## src/rtl/mips_defs.sv

```systemverilog
// Shared MIPS definitions: opcodes, memory-stage FSM encoding and reset PC.
`timescale 1ns/1ps
package mips_defs;

  localparam logic [5:0] OP_LB  = 6'h20;
  localparam logic [5:0] OP_LH  = 6'h21;
  localparam logic [5:0] OP_LW  = 6'h23;
  localparam logic [5:0] OP_LBU = 6'h24;
  localparam logic [5:0] OP_LHU = 6'h25;
  localparam logic [5:0] OP_SB  = 6'h28;
  localparam logic [5:0] OP_SH  = 6'h29;
  localparam logic [5:0] OP_SW  = 6'h2B;

  localparam logic [31:0] RESET_PC = 32'h0000_3000;

  typedef enum logic [1:0] {
    ST_IDLE = 2'd0,
    ST_REQ  = 2'd1,
    ST_DONE = 2'd2
  } dm_state_t;

  function automatic logic is_load(input logic [5:0] op);
    return (op == OP_LB) || (op == OP_LH) || (op == OP_LW) ||
           (op == OP_LBU) || (op == OP_LHU);
  endfunction

  function automatic logic is_store(input logic [5:0] op);
    return (op == OP_SB) || (op == OP_SH) || (op == OP_SW);
  endfunction

endpackage

```

## src/rtl/dm_lane_ext.sv

```systemverilog
// Combinational load lane extraction and sign/zero extension; shared with the W stage.
`timescale 1ns/1ps
module dm_lane_ext
  import mips_defs::*;
(
  input  logic [31:0] word,
  input  logic [1:0]  a,
  input  logic [5:0]  op,
  output logic [31:0] result
);

  logic [7:0]  lane_b;
  logic [15:0] lane_h;

  always_comb begin
    lane_b = word[7:0];
    case (a)
      2'd1:    lane_b = word[15:8];
      2'd2:    lane_b = word[23:16];
      2'd3:    lane_b = word[31:24];
      default: lane_b = word[7:0];
    endcase
    lane_h = a[1] ? word[31:16] : word[15:0];
  end

  always_comb begin
    result = word;
    case (op)
      OP_LB:   result = {{24{lane_b[7]}}, lane_b};
      OP_LBU:  result = {24'd0, lane_b};
      OP_LH:   result = {{16{lane_h[15]}}, lane_h};
      OP_LHU:  result = {16'd0, lane_h};
      default: result = word;
    endcase
  end

endmodule

```

## src/rtl/m_stage_dm_ctrl.sv

```systemverilog
// M-stage data-memory controller: req/ack bus master with stall, lane handling and ack timeout.
// Build option DM_ALIGN_EXC_EN: misaligned half/word accesses raise exc_adel/exc_ades instead of a bus access.
`timescale 1ns/1ps
module m_stage_dm_ctrl
  import mips_defs::*;
#(
  parameter int ACK_TIMEOUT = 255,
  parameter int TO_W        = 16
) (
  input  logic        CLK,
  input  logic        Reset,
  input  logic [31:0] IMcode_M,
  input  logic [31:0] PC_M,
  input  logic [31:0] AO_M,
  input  logic [31:0] RT_M,
  output logic        dm_req,
  output logic        dm_we,
  output logic [31:0] dm_addr,
  output logic [3:0]  dm_be,
  output logic [31:0] dm_wdata,
  input  logic        dm_ack,
  input  logic [31:0] dm_rdata,
  output logic        Stall_M,
  output logic [31:0] RD_M,
  output logic        bus_err,
  output logic        exc_adel,
  output logic        exc_ades,
  output logic [31:0] EPC_M,
  output logic [1:0]  dbg_state
);

  // Handshake: dm_req stays high from the IDLE->REQ edge until the edge on which
  // dm_ack=1 is sampled (or the timeout fires); bus fields are frozen meanwhile.

  localparam logic [TO_W-1:0] TO_LAST = TO_W'(ACK_TIMEOUT - 1);

  dm_state_t       state, state_n;
  logic [TO_W-1:0] to_cnt;
  logic [5:0]      op;
  logic [1:0]      a;
  logic            ld, st, mem_op, misal, to_hit;
  logic [3:0]      be_n;
  logic [31:0]     wdata_n, ext_word;
  logic            unused_imm;

  assign op         = IMcode_M[31:26];
  assign a          = AO_M[1:0];
  assign ld         = is_load(op);
  assign st         = is_store(op);
  assign mem_op     = ld | st;
  assign unused_imm = ^IMcode_M[25:0];
  assign to_hit     = (to_cnt == TO_LAST);

`ifdef DM_ALIGN_EXC_EN
  assign misal = (((op == OP_LH) || (op == OP_LHU) || (op == OP_SH)) && a[0]) ||
                 (((op == OP_LW) || (op == OP_SW)) && (a != 2'd0));
`else
  assign misal = 1'b0;
`endif

  assign dm_req    = (state == ST_REQ);
  assign Stall_M   = Reset && mem_op && (state != ST_DONE);
  assign dbg_state = state;

  always_comb begin
    be_n    = 4'b1111;
    wdata_n = RT_M;
    case (op)
      OP_SB: begin
        be_n    = 4'b0001 << a;
        wdata_n = {4{RT_M[7:0]}};
      end
      OP_SH: begin
        be_n    = a[1] ? 4'b1100 : 4'b0011;
        wdata_n = {2{RT_M[15:0]}};
      end
      default: ;
    endcase
  end

  dm_lane_ext u_lane_ext (
    .word   (dm_rdata),
    .a      (a),
    .op     (op),
    .result (ext_word)
  );

  always_comb begin
    state_n = state;
    case (state)
      ST_IDLE: if (mem_op) state_n = misal ? ST_DONE : ST_REQ;
      ST_REQ:  if (dm_ack || to_hit) state_n = ST_DONE;
      ST_DONE: state_n = ST_IDLE;
      default: state_n = ST_IDLE;
    endcase
  end

  always_ff @(posedge CLK or negedge Reset) begin
    if (!Reset) begin
      state    <= ST_IDLE;
      to_cnt   <= '0;
      dm_we    <= 1'b0;
      dm_addr  <= 32'd0;
      dm_be    <= 4'd0;
      dm_wdata <= 32'd0;
      RD_M     <= 32'd0;
      bus_err  <= 1'b0;
      exc_adel <= 1'b0;
      exc_ades <= 1'b0;
      EPC_M    <= RESET_PC;
    end else begin
      state    <= state_n;
      bus_err  <= 1'b0;
      exc_adel <= 1'b0;
      exc_ades <= 1'b0;
      case (state)
        ST_IDLE: begin
          if (mem_op && misal) begin
            exc_adel <= ld;
            exc_ades <= st;
            EPC_M    <= PC_M;
            RD_M     <= 32'd0;
          end else if (mem_op) begin
            dm_we    <= st;
            dm_addr  <= {AO_M[31:2], 2'b00};
            dm_be    <= be_n;
            dm_wdata <= wdata_n;
            to_cnt   <= '0;
          end
        end
        ST_REQ: begin
          // An ack on the timeout cycle takes priority over the error.
          if (dm_ack) begin
            if (!dm_we) RD_M <= ext_word;
          end else if (to_hit) begin
            bus_err <= 1'b1;
            RD_M    <= 32'd0;
            EPC_M   <= PC_M;
          end else begin
            to_cnt <= to_cnt + TO_W'(1);
          end
        end
        default: ;
      endcase
    end
  end

endmodule
```

## config.mk

```make
export PLATFORM = sky130hd
export DESIGN_NAME = m_stage_dm_ctrl
export DESIGN_NICKNAME = d
export VERILOG_FILES = /design/src/rtl/mips_defs.sv /design/src/rtl/dm_lane_ext.sv /design/src/rtl/m_stage_dm_ctrl.sv
export SDC_FILE = /design/constraint.sdc
export NUM_CORES = 1
export LEC_CHECK = 0
export ABC_AREA = 1
export CAP_MARGIN = 20
export CORE_ASPECT_RATIO = 1.75
export CORE_MARGIN = 2
export CORE_UTILIZATION = 48
export CTS_CLUSTER_SIZE = 16
export DETAILED_ROUTE_END_ITERATION = 6
export PLACE_DENSITY = 0.87
export SLEW_MARGIN = 10
export SYNTH_ARGS = -nofsm -noshare
export SYNTH_HDL_FRONTEND = slang
export SYNTH_HIERARCHICAL = 1
export SYNTH_SLANG_ARGS = --single-unit
```

## constraint.sdc

```tcl
create_clock -name CLK -period 5.4 [get_ports CLK]
set_clock_uncertainty 0.2 [all_clocks]
set_input_delay 1.62 -clock CLK [delete_from_list [all_inputs] [get_ports CLK]]
set_output_delay 1.62 -clock CLK [all_outputs]
set_load 0.05 [all_outputs]
```

=== Yosys cells after proc, flatten, opt, wreduce, memory -nomap -nowiden ===
Cells that the tools add are included.

* Register bits: 150
* Output and inout port bits: 140
* Logic and storage cells: 68

* Add/sub/neg operators: 1
* Equality and inequality tests: 19
* Shift-type cells: 1
* Muxes and demuxes: 19
* Bitwise operators: 2
* Reduce and logical (&&, ||, !) cells: 17

{| class="wikitable"
|+ Operators with widths
! operator !! number
|-
| 32-bit one-hot mux with 4 select lines || 1
|-
| 32-bit 2-to-1 mux || 3
|-
| 16-bit 2-to-1 mux || 4
|-
| 32-bit one-hot mux with 2 select lines || 1
|-
| 6-bit equality test, second input constant || 8
|-
| 16-bit one-hot mux with 2 select lines || 1
|-
| 8-bit one-hot mux with 3 select lines || 1
|-
| 16-bit by 1-bit adder with 16-bit output, second input constant || 1
|-
| 16-bit by 8-bit equality test with 1-bit output, second input constant || 1
|-
| 2-bit inequality test, second input constant || 5
|-
| 4-bit one-hot mux with 2 select lines || 1
|-
| 1-bit logical OR || 7
|-
| 3-bit AND reduction || 2
|-
| 2-bit by 1-bit equality test with 1-bit output, second input constant || 2
|-
| 2-bit equality test, second input constant || 2
|-
| 2-bit 2-to-1 mux || 2
|-
| 4-bit 2-to-1 mux || 1
|-
| 2-bit one-hot mux with 2 select lines || 1
|-
| 2-bit AND reduction || 2
|-
| 4-bit AND reduction || 1
|-
| 2-bit nonzero test || 2
|-
| 1-bit by 2-bit left shift with 4-bit output, first input constant || 1
|-
| 1-bit 2-to-1 mux || 3
|-
| 1-bit logical AND || 2
|-
| other kinds (4) || 4
|}

=== Logic depth before layout (Yosys ltp) ===
Gate-level depths: netlist of run 1.

* Depth in word-level cells: 8
* Mapped depth: 11
* Depth with buffers taken out: 9

=== Hierarchy ===
Netlist of run 1, hierarchy kept.

{| class="wikitable"
|+ Modules (own cells, without submodules)
! module !! instances !! cells an instance !! area an instance (µm²)
|-
| m_stage_dm_ctrl || 1 || 840 || 6752.7
|-
| dm_lane_ext || 1 || 195 || 1017.2
|}

=== Least setup slack after synthesis of run 1 ===
Ideal clock, no wire load.

* Path kind: in2out
* Start: input port IMcode_M[31]
* End: output port Stall_M
* Data arrival time: 2.624 ns
* Setup slack: 0.956 ns
* Cell stages on the path: 6
* Buffers on the path: 0
* Cells stage by stage: inv_1 > nor2_2 > nand3_1 > nand2_1 > inv_1 > nor2_1

* Cells in the longest elaborated chain, start to end: 8

{| class="wikitable"
|+ Ends and longest elaborated chain
! element !! RTL line !! source
|-
| start, declared || m_stage_dm_ctrl.sv:12 || <nowiki>input logic [31:0] IMcode_M,</nowiki>
|-
| 6-bit equality test || mips_defs.sv:23 || <nowiki>return (op == OP_LB) || (op == OP_LH) || (op == OP_LW) ||</nowiki>
|-
| 1-bit logical OR (3 in series) || mips_defs.sv:23 ||
|-
| 1-bit logical OR || mips_defs.sv:24 || <nowiki>(op == OP_LBU) || (op == OP_LHU);</nowiki>
|-
| 1-bit OR * || m_stage_dm_ctrl.sv:50 || <nowiki>assign mem_op = ld | st;</nowiki>
|-
| 1-bit logical AND * (2 in series) || m_stage_dm_ctrl.sv:62 || <nowiki>assign Stall_M = Reset && mem_op && (state != ST_DONE);</nowiki>
|-
| end, declared || m_stage_dm_ctrl.sv:23 || <nowiki>output logic Stall_M,</nowiki>
|}

Mark *: on every way between the ends. The rest lies on a longest branch, timed or not.

=== Worst setup path after layout of run 1 ===
* Start: input port IMcode_M[26]
* End: output port Stall_M

Same word-level chain as after synthesis.

==> flow_summary.rst, run 1 <==
.. list-table::
   :header-rows: 1

   * - Metric
     - Value
   * - Result of the run
     - complete, but fails checks
   * - Violations in the final reports
     - design-rule violations
   * - Starting density of the core
     - 0.489
   * - Antenna Nets Post-Route
     - 0
   * - Hold Path Depth
     - 2
   * - Arrival time of data at the critical path endpoint
     - about 3.2 ns
   * - Net switching share of the total power
     - 0.410
   * - Total length of routed wires
     - 24.6 mm
   * - Power spent charging and discharging nets
     - ~0.0019 W
   * - Number of nets in the finished design
     - 1,444
   * - Hold-critical path endpoint
     - RD_M[30]$_DFFE_PN0P_
   * - Number of global-route vias before repair
     - between 7,000 and 8,000
   * - Ratio of cells with drive above 1 in the final layout
     - 0.0627
   * - # resized after CTS
     - 0
   * - Main area contributors after synthesis
     - sky130_fd_sc_hd__dfrtp_1 (48%), sky130_fd_sc_hd__nand2_1 (24%), sky130_fd_sc_hd__nand3_1 (4.7%)
   * - Largest net degree at the start of global routing
     - 74
   * - Postcts setup bufs
     - 0
   * - Setup-violating endpoint count in the final report
     - 0
   * - Remaining global-route overflow
     - 0
   * - Wire per inst
     - about 17 um
   * - Synthesized netlist cell count
     - a little over 1,000
   * - Hold-fix buffers at CTS
     - 0
   * - Element type at the critical path start
     - input port
   * - HPWL Detailed
     - about 18 mm
   * - Final GP Congestion
     - between 0.9 and 1
   * - Post-route total power
     - roughly 0.0046 W
   * - DRC violations left
     - 1
   * - TritonCTS clock tree
     - yes
   * - Power Density
     - around 420 nW/um2
   * - Worst R2R Start
     - to_cnt[0]$_DFFE_PN0P_
   * - CP required
     - roughly 3.6 ns
   * - Unrepaired setup endpoints after global routing
     - false
   * - Die width
     - about 100 um
   * - Vias/cell
     - about 5.3
   * - Area grow syn2layout
     - 42.4%
   * - Tcrit/Tclk final
     - 0.934
   * - Global-route wire length before repair
     - 38.3 mm
   * - Share of total power in combinational logic
     - 0.399
   * - Maximum fanout along the worst path
     - 6
   * - Die area
     - approximately 17,000 um2
   * - Number of buffers created by CTS
     - 17
   * - Setup TNS
     - 0 ns
   * - Average instance area after synthesis
     - 7.51 um2
   * - Share of Yosys cell area claimed by the top area cell type
     - 0.477
   * - Minimum clock period after layout
     - approximately 5 ns
   * - Global-route usage over all layers
     - 0.281
   * - Category of the most critical setup path
     - input port to output pin
   * - Drt pass-1 iters
     - 7
   * - Final Hold Vio Count
     - 0
   * - Post-synthesis sequential area ratio
     - 0.483
   * - Mapped Area
     - between 7000 and 8000 um2
   * - Later-pin clock latency in the skew report
     - between 0.4 and 0.5 ns
   * - Die Height
     - around 170 um
   * - Worst R2R Setup Slack
     - around 2.6 ns
   * - Max-slew violations
     - 0
   * - Cell type with the highest aggregate area in the netlist
     - sky130_fd_sc_hd__dfrtp_1
   * - Total clock sinks
     - 150
   * - Class of the tightest hold or removal check
     - flop to flop
   * - R2R Path End
     - EPC_M[26]$_DFFE_PN0P_
   * - Clock edge transition at the registers on the reported setup and hold paths
     - about 0.06 ns
   * - Count of port buffers added during placement
     - roughly 270
   * - Most common cell after layout, fill and taps aside
     - sky130_fd_sc_hd__nand2_1
   * - Number of cells on the worst reg-to-reg path
     - 8
   * - Number of antenna violations at the first check in global routing
     - 0
   * - Area of the core
     - between 15,000 and 20,000 um2
   * - Yosys synthesis warning count
     - 6
   * - Number of fill cells
     - between 1,000 and 1,500
   * - Floorplan row count
     - between 60 and 70
   * - Max H-tree Level
     - 4
   * - Drt initial violations
     - ~540
   * - Part of the power in the clock network
     - 0.276
   * - Via Count
     - around 8,000
   * - Commonest cells after routing, fill and taps aside
     - sky130_fd_sc_hd__nand2_1 (491), sky130_fd_sc_hd__clkdlybuf4s50_1 (270), sky130_fd_sc_hd__dfrtp_1 (148), sky130_fd_sc_hd__nand3_1 (73), sky130_fd_sc_hd__nand4_1 (50)
   * - Sequential group share of total power
     - 0.325
   * - Type of element capturing the critical path
     - output pin
   * - Achievable frequency
     - 0.198 GHz
   * - Seq cells post-synth
     - 150
   * - Total inserted antenna cells
     - 0
   * - I/O pin cnt
     - around 300
   * - Deepest clock path buffer count
     - 2
   * - MaxCap Viol Count
     - 0
   * - Master cell of the clock root buffer
     - sky130_fd_sc_hd__clkbuf_16
   * - Static power due to leakage
     - ~5.5 nW
   * - Headroom to the max-slew limit
     - 0.334
   * - Internal power of the cells
     - 0.00274 W
   * - Largest vdd supply drop
     - around 0.35 mV
   * - Startpoint of the most critical hold path
     - RD_M[30]$_DFFE_PN0P_
   * - Number of unique standard cell types used by synthesis
     - 31
   * - Worst-Margin Slew
     - about 1.0 ns
[state kept, by name (all words and copies together), names as in the netlist]
register / cells
EPC_M: 32
RD_M: 32
dm_wdata: 32
dm_addr: 30
to_cnt: 16
dm_be: 4
dbg_state: 2
bus_err: 1
dm_we: 1
[power groups by stage]
| stage | Sequential (W) | Combinational [W] | Clock [W] |
|---|---|---|---|
| floorplan | 0.00232 | 0.000321 | 0 |
| global placement | 0.00151 | 0.00183 | 0 |
| detailed placement | 0.00151 | 0.00186 | 0 |
| CTS | 0.00151 | 0.00186 | 0.00130 |
| global route | 0.00153 | 0.00195 | 0.00134 |
| finish | 0.00151 | 0.00185 | 0.00128 |
[per-layer routing]
layer  vias to the layer above  routed length (um)  GRT usage
li1                       3765                   -          -
met1                      3662                8860      0.316
met2                       352               13100      0.494
met3                        80                1500     0.0574
met4                         0                1160      0.151
met5                         -                   0          0
[cell type report]
type | instances | area (um2) | area share
well taps | 189 | 236 | 0.0214
flip-flops and latches | 150 | 3760 | 0.339
repair buffers | 278 | 2780 | 0.251
clock buffers | 19 | 433 | 0.0391
multi-input cells | 777 | 3460 | 0.313
clock inverters | 13 | 194 | 0.0175
inverters | 55 | 206 | 0.0187
[per-stage QoR]
| stage | std cells | setup WS (ns) | area, um2 | hold WS, ns | util |
|---|---|---|---|---|---|
| after floorplan | 1038 | 0.956 | 7780 | 0.297 | - |
| after global placement | 1449 | 0.360 | 10400 | 0.256 | 0.658 |
| after detailed placement | 1449 | 0.334 | 10400 | 0.261 | 0.658 |
| after CTS | 1481 | 0.329 | 11100 | 0.273 | 0.697 |
| after global routing | 1481 | 0.207 | 11100 | 0.293 | 0.697 |
| final | 1481 | 0.356 | 11100 | 0.270 | 0.697 |
[worst max path at each step]
| stage | from | endpoint | slack (ns) |
|---|---|---|---|
| 3_3_place_gp | IMcode_M[26] | Stall_M | 0.36 |
| 2_1_floorplan | IMcode_M[31] | Stall_M | 0.96 |
| 3_5_place_dp | IMcode_M[26] | Stall_M | 0.33 |
| 6_report | IMcode_M[26] | Stall_M | 0.36 |
| 4_1_cts | IMcode_M[26] | Stall_M | 0.33 |
| 5_1_grt | IMcode_M[26] | Stall_M | 0.21 |
[critical path, cell delays in order]
cell and delay [ns]:
sky130_fd_sc_hd__clkdlybuf4s50_1 0.63, sky130_fd_sc_hd__inv_1 0.12, sky130_fd_sc_hd__nand2_1 0.07, sky130_fd_sc_hd__nand3_1 0.12
sky130_fd_sc_hd__nand2_1 0.13, sky130_fd_sc_hd__inv_1 0.05, sky130_fd_sc_hd__nor2_1 0.29, sky130_fd_sc_hd__buf_12 0.19
[cells in the mapped netlist]
cell	n
sky130_fd_sc_hd__buf_4	11
sky130_fd_sc_hd__a21oi_1	9
sky130_fd_sc_hd__dfrtp_1	148
sky130_fd_sc_hd__nand3_2	3
sky130_fd_sc_hd__ha_1	2
sky130_fd_sc_hd__or2_2	14
sky130_fd_sc_hd__or2_0	1
sky130_fd_sc_hd__nand4_1	50
sky130_fd_sc_hd__buf_6	12
sky130_fd_sc_hd__inv_2	7
sky130_fd_sc_hd__conb_1	1
sky130_fd_sc_hd__or2_1	7
sky130_fd_sc_hd__o21ai_1	1
sky130_fd_sc_hd__xor2_1	7
sky130_fd_sc_hd__dfstp_2	2
sky130_fd_sc_hd__nand2_2	6
sky130_fd_sc_hd__o211ai_1	14
sky130_fd_sc_hd__clkbuf_1	19
sky130_fd_sc_hd__nor3_4	1
sky130_fd_sc_hd__clkbuf_2	1
sky130_fd_sc_hd__nor2_4	3
sky130_fd_sc_hd__o21ai_0	34
sky130_fd_sc_hd__nand3_1	73
sky130_fd_sc_hd__nor2_1	46
sky130_fd_sc_hd__nand2_1	492
sky130_fd_sc_hd__inv_1	48
sky130_fd_sc_hd__o21bai_1	3
sky130_fd_sc_hd__buf_2	13
sky130_fd_sc_hd__nor2_2	5
sky130_fd_sc_hd__nor3_1	1
sky130_fd_sc_hd__nand4_4	1
[cell families after synthesis]
| kind of cell | Yosys count | share of synthesized area |
|---|---|---|
| adders and majority gates | 2 | 0.00322 |
| AOI/OAI and AO/OA | 61 | 0.0448 |
| and+or+nand+nor | 703 | 0.387 |
| xor gates and xnor gates | 7 | 0.00789 |
| buffers and inverters | 111 | 0.0728 |
| other | 1 | 0.000483 |
| DFF | 150 | 0.483 |
No activity file was read; power rests on OpenSTA's default activity.
==> run 2, diff against run 1 <==
--- a/config.mk
+++ b/config.mk
@@ -12,6 +12,7 @@
 export CORE_UTILIZATION = 48
 export CTS_CLUSTER_SIZE = 16
 export DETAILED_ROUTE_END_ITERATION = 6
+export GPL_TIMING_DRIVEN = 0
 export PLACE_DENSITY = 0.87
 export SLEW_MARGIN = 10
 export SYNTH_ARGS = -nofsm -noshare
==> run 2 against run 1 <==
The run now ends clean. Final area grew 2.8%. Setup slack worse by 0.20 ns. Total power decreased by 0.89%. Die area stayed put. Wire length is 6.6% higher. Utilization is 2.0 points higher. Sequential power hardly changed. Clock power fell by 5%.
==> flow_summary.rst, run 2 (synthesis results as in run 1) <==
.. list-table::
   :header-rows: 1

   * - Metric
     - Value
   * - Result of the run
     - completed
   * - Vias/cell
     - 5.26 (-0.82%)
   * - I/O pin cnt
     - 303 (unchanged)
   * - Drt pass-1 iters
     - 6 (-1)
   * - Starting density of the core
     - 0.489 (unchanged)
   * - Tcrit/Tclk final
     - 0.971 (+0.0374)
   * - Hold Path Depth
     - 2 (unchanged)
   * - Post-route worst setup slack
     - 0.154 ns (-0.202 ns)
   * - Global-route wire length before repair
     - 40.0 mm (+4.5%)
   * - Setup-violating endpoint count in the final report
     - 0 (unchanged)
   * - Power Density
     - 404 nW/um2 (-3.6%)
   * - Commonest cells after routing, fill and taps aside
     - sky130_fd_sc_hd__nand2_1 (492), sky130_fd_sc_hd__clkdlybuf4s50_1 (269), sky130_fd_sc_hd__dfrtp_1 (148), sky130_fd_sc_hd__nand3_1 (73), sky130_fd_sc_hd__nand4_1 (50)
   * - Sequential group share of total power
     - 0.327 (+0.002)
   * - Post-detailed-placement cell area
     - 10,800 um2 (+3.1%)
   * - Die area
     - 17,300 um2 (unchanged)
   * - Final Hold Vio Count
     - 0 (unchanged)
   * - Max H-tree Level
     - 4 (unchanged)
   * - Area grow syn2layout
     - 46.4%
   * - Total length of routed wires
     - 26.2 mm (+6.6%)
   * - Number of nets in the finished design
     - 1,494 (+3.5%)
   * - Clock edge transition at the registers on the reported setup and hold paths
     - 0.07 ns (about the same)
   * - Setup slack at placement
     - -0.198 ns (-0.532 ns)
   * - Die Height
     - 172 um (unchanged)
   * - CP required
     - 3.58 ns (about the same)
   * - Remaining global-route overflow
     - 0 (unchanged)
   * - Post-route total power
     - 0.00460 W (-0.89%)
   * - Final non-filler cell total
     - 1,532 (+3.4%)
   * - Number of antenna violations at the first check in global routing
     - 1 (+1)
   * - Later-pin clock latency in the skew report
     - 0.42 ns (about the same)
   * - Final GP Congestion
     - 0.964 (+3.1%)
   * - Drt initial violations
     - 564 (+5.4%)
   * - Total clock sinks
     - 150 (unchanged)
   * - Setup TNS
     - 0 ns (unchanged)
   * - DRC violations left
     - 0 (-1)
   * - Part of the power in the clock network
     - 0.263 (-0.013)
   * - MaxCap Viol Count
     - 0 (unchanged)
   * - Arrival time of data at the critical path endpoint
     - 3.43 ns (+0.21 ns)
   * - Area of the core
     - 15,900 um2 (unchanged)
   * - Die width
     - 100 um (unchanged)
   * - Minimum clock period after layout
     - 5.25 ns (+0.202 ns)
   * - TritonCTS clock tree
     - yes
   * - M1 WL
     - 9.33 mm (+5.3%)
   * - Power spent charging and discharging nets
     - 0.00200 W (+5.1%)
   * - Number of global-route vias before repair
     - 7,787 (+3.2%)
   * - Count of port buffers added during placement
     - 271 (-0.37%)
   * - Maximum fanout along the worst path
     - 6 (unchanged)
   * - Category of the most critical setup path
     - input port to output pin
   * - Net switching share of the total power
     - 0.434 (+0.0246)
   * - Top layer used by detailed routing
     - met4
   * - Worst-Margin Slew
     - 0.631 ns (-0.367 ns)
   * - Worst R2R Start
     - to_cnt[0]$_DFFE_PN0P_
   * - Global-route usage over all layers
     - 0.299 (+0.0177)
   * - Met2 Wirelength
     - 14.4 mm (+10%)
   * - Wire per inst
     - 17.1 um (+3.0%)
   * - Worst R2R Setup Slack
     - 3.41 ns (+0.85 ns)
   * - Ratio of cells with drive above 1 in the final layout
     - 0.0842 (+0.0215)
   * - Deepest clock path buffer count
     - 2 (unchanged)
   * - Internal power of the cells
     - 0.00260 W (-5.0%)
   * - Hold-critical path endpoint
     - RD_M[15]$_DFFE_PN0P_
   * - Floorplan row count
     - 61 (unchanged)
   * - Total length of routed met3 wires
     - 1.43 mm (-4.5%)
   * - Final design area excluding fillers
     - 11,400 um2 (+2.8%)
   * - Max-slew violations
     - 0 (unchanged)
   * - Class of the tightest hold or removal check
     - flop to flop
   * - Headroom to the max-slew limit
     - 0.578 (+0.244)
   * - Cell count after placement
     - 1,499 (+3.5%)
   * - Largest net degree at the start of global routing
     - 112 (+51%)
   * - Top flop regs
     - EPC_M: 32 flops, RD_M: 32 flops, dm_wdata: 32 flops
   * - Number of cells on the worst reg-to-reg path
     - 10 (+2)
   * - Static power due to leakage
     - 5.63 nW (+3.0%)
   * - Most common cell after layout, fill and taps aside
     - sky130_fd_sc_hd__nand2_1
   * - Element type at the critical path start
     - input port
   * - Type of element capturing the critical path
     - output pin
   * - Largest vdd supply drop
     - 0.332 mV (-4.3%)
   * - Unrepaired setup endpoints after global routing
     - false
   * - Master cell of the clock root buffer
     - sky130_fd_sc_hd__clkbuf_16
   * - R2R Path End
     - RD_M[31]$_DFFE_PN0P_
   * - Startpoint of the most critical hold path
     - RD_M[15]$_DFFE_PN0P_
   * - Share of total power in combinational logic
     - 0.410 (+0.011)
   * - Via Count
     - 8,063 (+2.6%)
   * - Number of buffers created by CTS
     - 17 (unchanged)
   * - HPWL Detailed
     - 20.3 mm (+14%)
   * - Antenna Nets Post-Route
     - 0 (unchanged)
   * - Achievable frequency
     - 0.191 GHz (-3.8%)
-- run 2: per-stage QoR --
step           utilization  hold WS, ns
6_report             0.717        0.273
5_1_grt              0.717        0.294
4_1_cts              0.716        0.278
3_5_place_dp         0.678        0.262
3_3_place_gp         0.676        0.254
2_1_floorplan            -        0.297
-- run 2: how the worst max path moves through the flow --
stage,from,to,slack [ns],depth (start not counted)
after CTS,IMcode_M[26],Stall_M,0.08,8
final,IMcode_M[26],Stall_M,0.15,8
after floorplan,IMcode_M[31],Stall_M,0.96,6
after detailed placement,IMcode_M[26],Stall_M,-0.20,8
after global placement,Reset,Stall_M,-5.15,4
after global routing,IMcode_M[26],Stall_M,0.02,8
-- run 2: timing repair --
action / 4_1_cts / 5_1_grt
hold buffers: 0 / 0
resized for setup: 1 / 1
buffers inserted: 0 / 0
setup endpoints to repair: 1 / 1
-- run 2: worst max-delay path, cell delays in order --
cell,delay [ns]
sky130_fd_sc_hd__clkdlybuf4s50_1,0.64
sky130_fd_sc_hd__inv_1,0.13
sky130_fd_sc_hd__nand2_1,0.07
sky130_fd_sc_hd__nand3_1,0.15
sky130_fd_sc_hd__nand2_1,0.13
sky130_fd_sc_hd__inv_1,0.05
sky130_fd_sc_hd__nor2_1,0.07
sky130_fd_sc_hd__clkdlybuf4s15_1,0.55
-- run 2: layout make-up --
class                           instances  area, um2
Timing Repair Buffer                  272       2750
Inverter                               55        206
Fill cell                            1246       4500
Clock inverter                         15        186
Antenna cell                            1       2.50
Tap cell                              189        236
Clock buffer                           17        425
Sequential cell                       150       3760
Buffer                                 56        359
Multi-Input combinational cell        777       3460
-- run 2: routing by layer --
metal	GRT usage	vias up
li1	-	3883
met3	0.0465	67
met5	0	-
met4	0.144	0
met1	0.323	3749
met2	0.559	364
-- run 2: power groups by stage --
stage | logic (W) | registers, W | clock network (W)
finish | 0.00189 | 0.00150 | 0.00121
CTS | 0.00189 | 0.00150 | 0.00122
global route | 0.00198 | 0.00153 | 0.00127
detailed placement | 0.00189 | 0.00151 | 0
floorplan | 0.000321 | 0.00232 | 0
global placement | 0.00186 | 0.00151 | 0
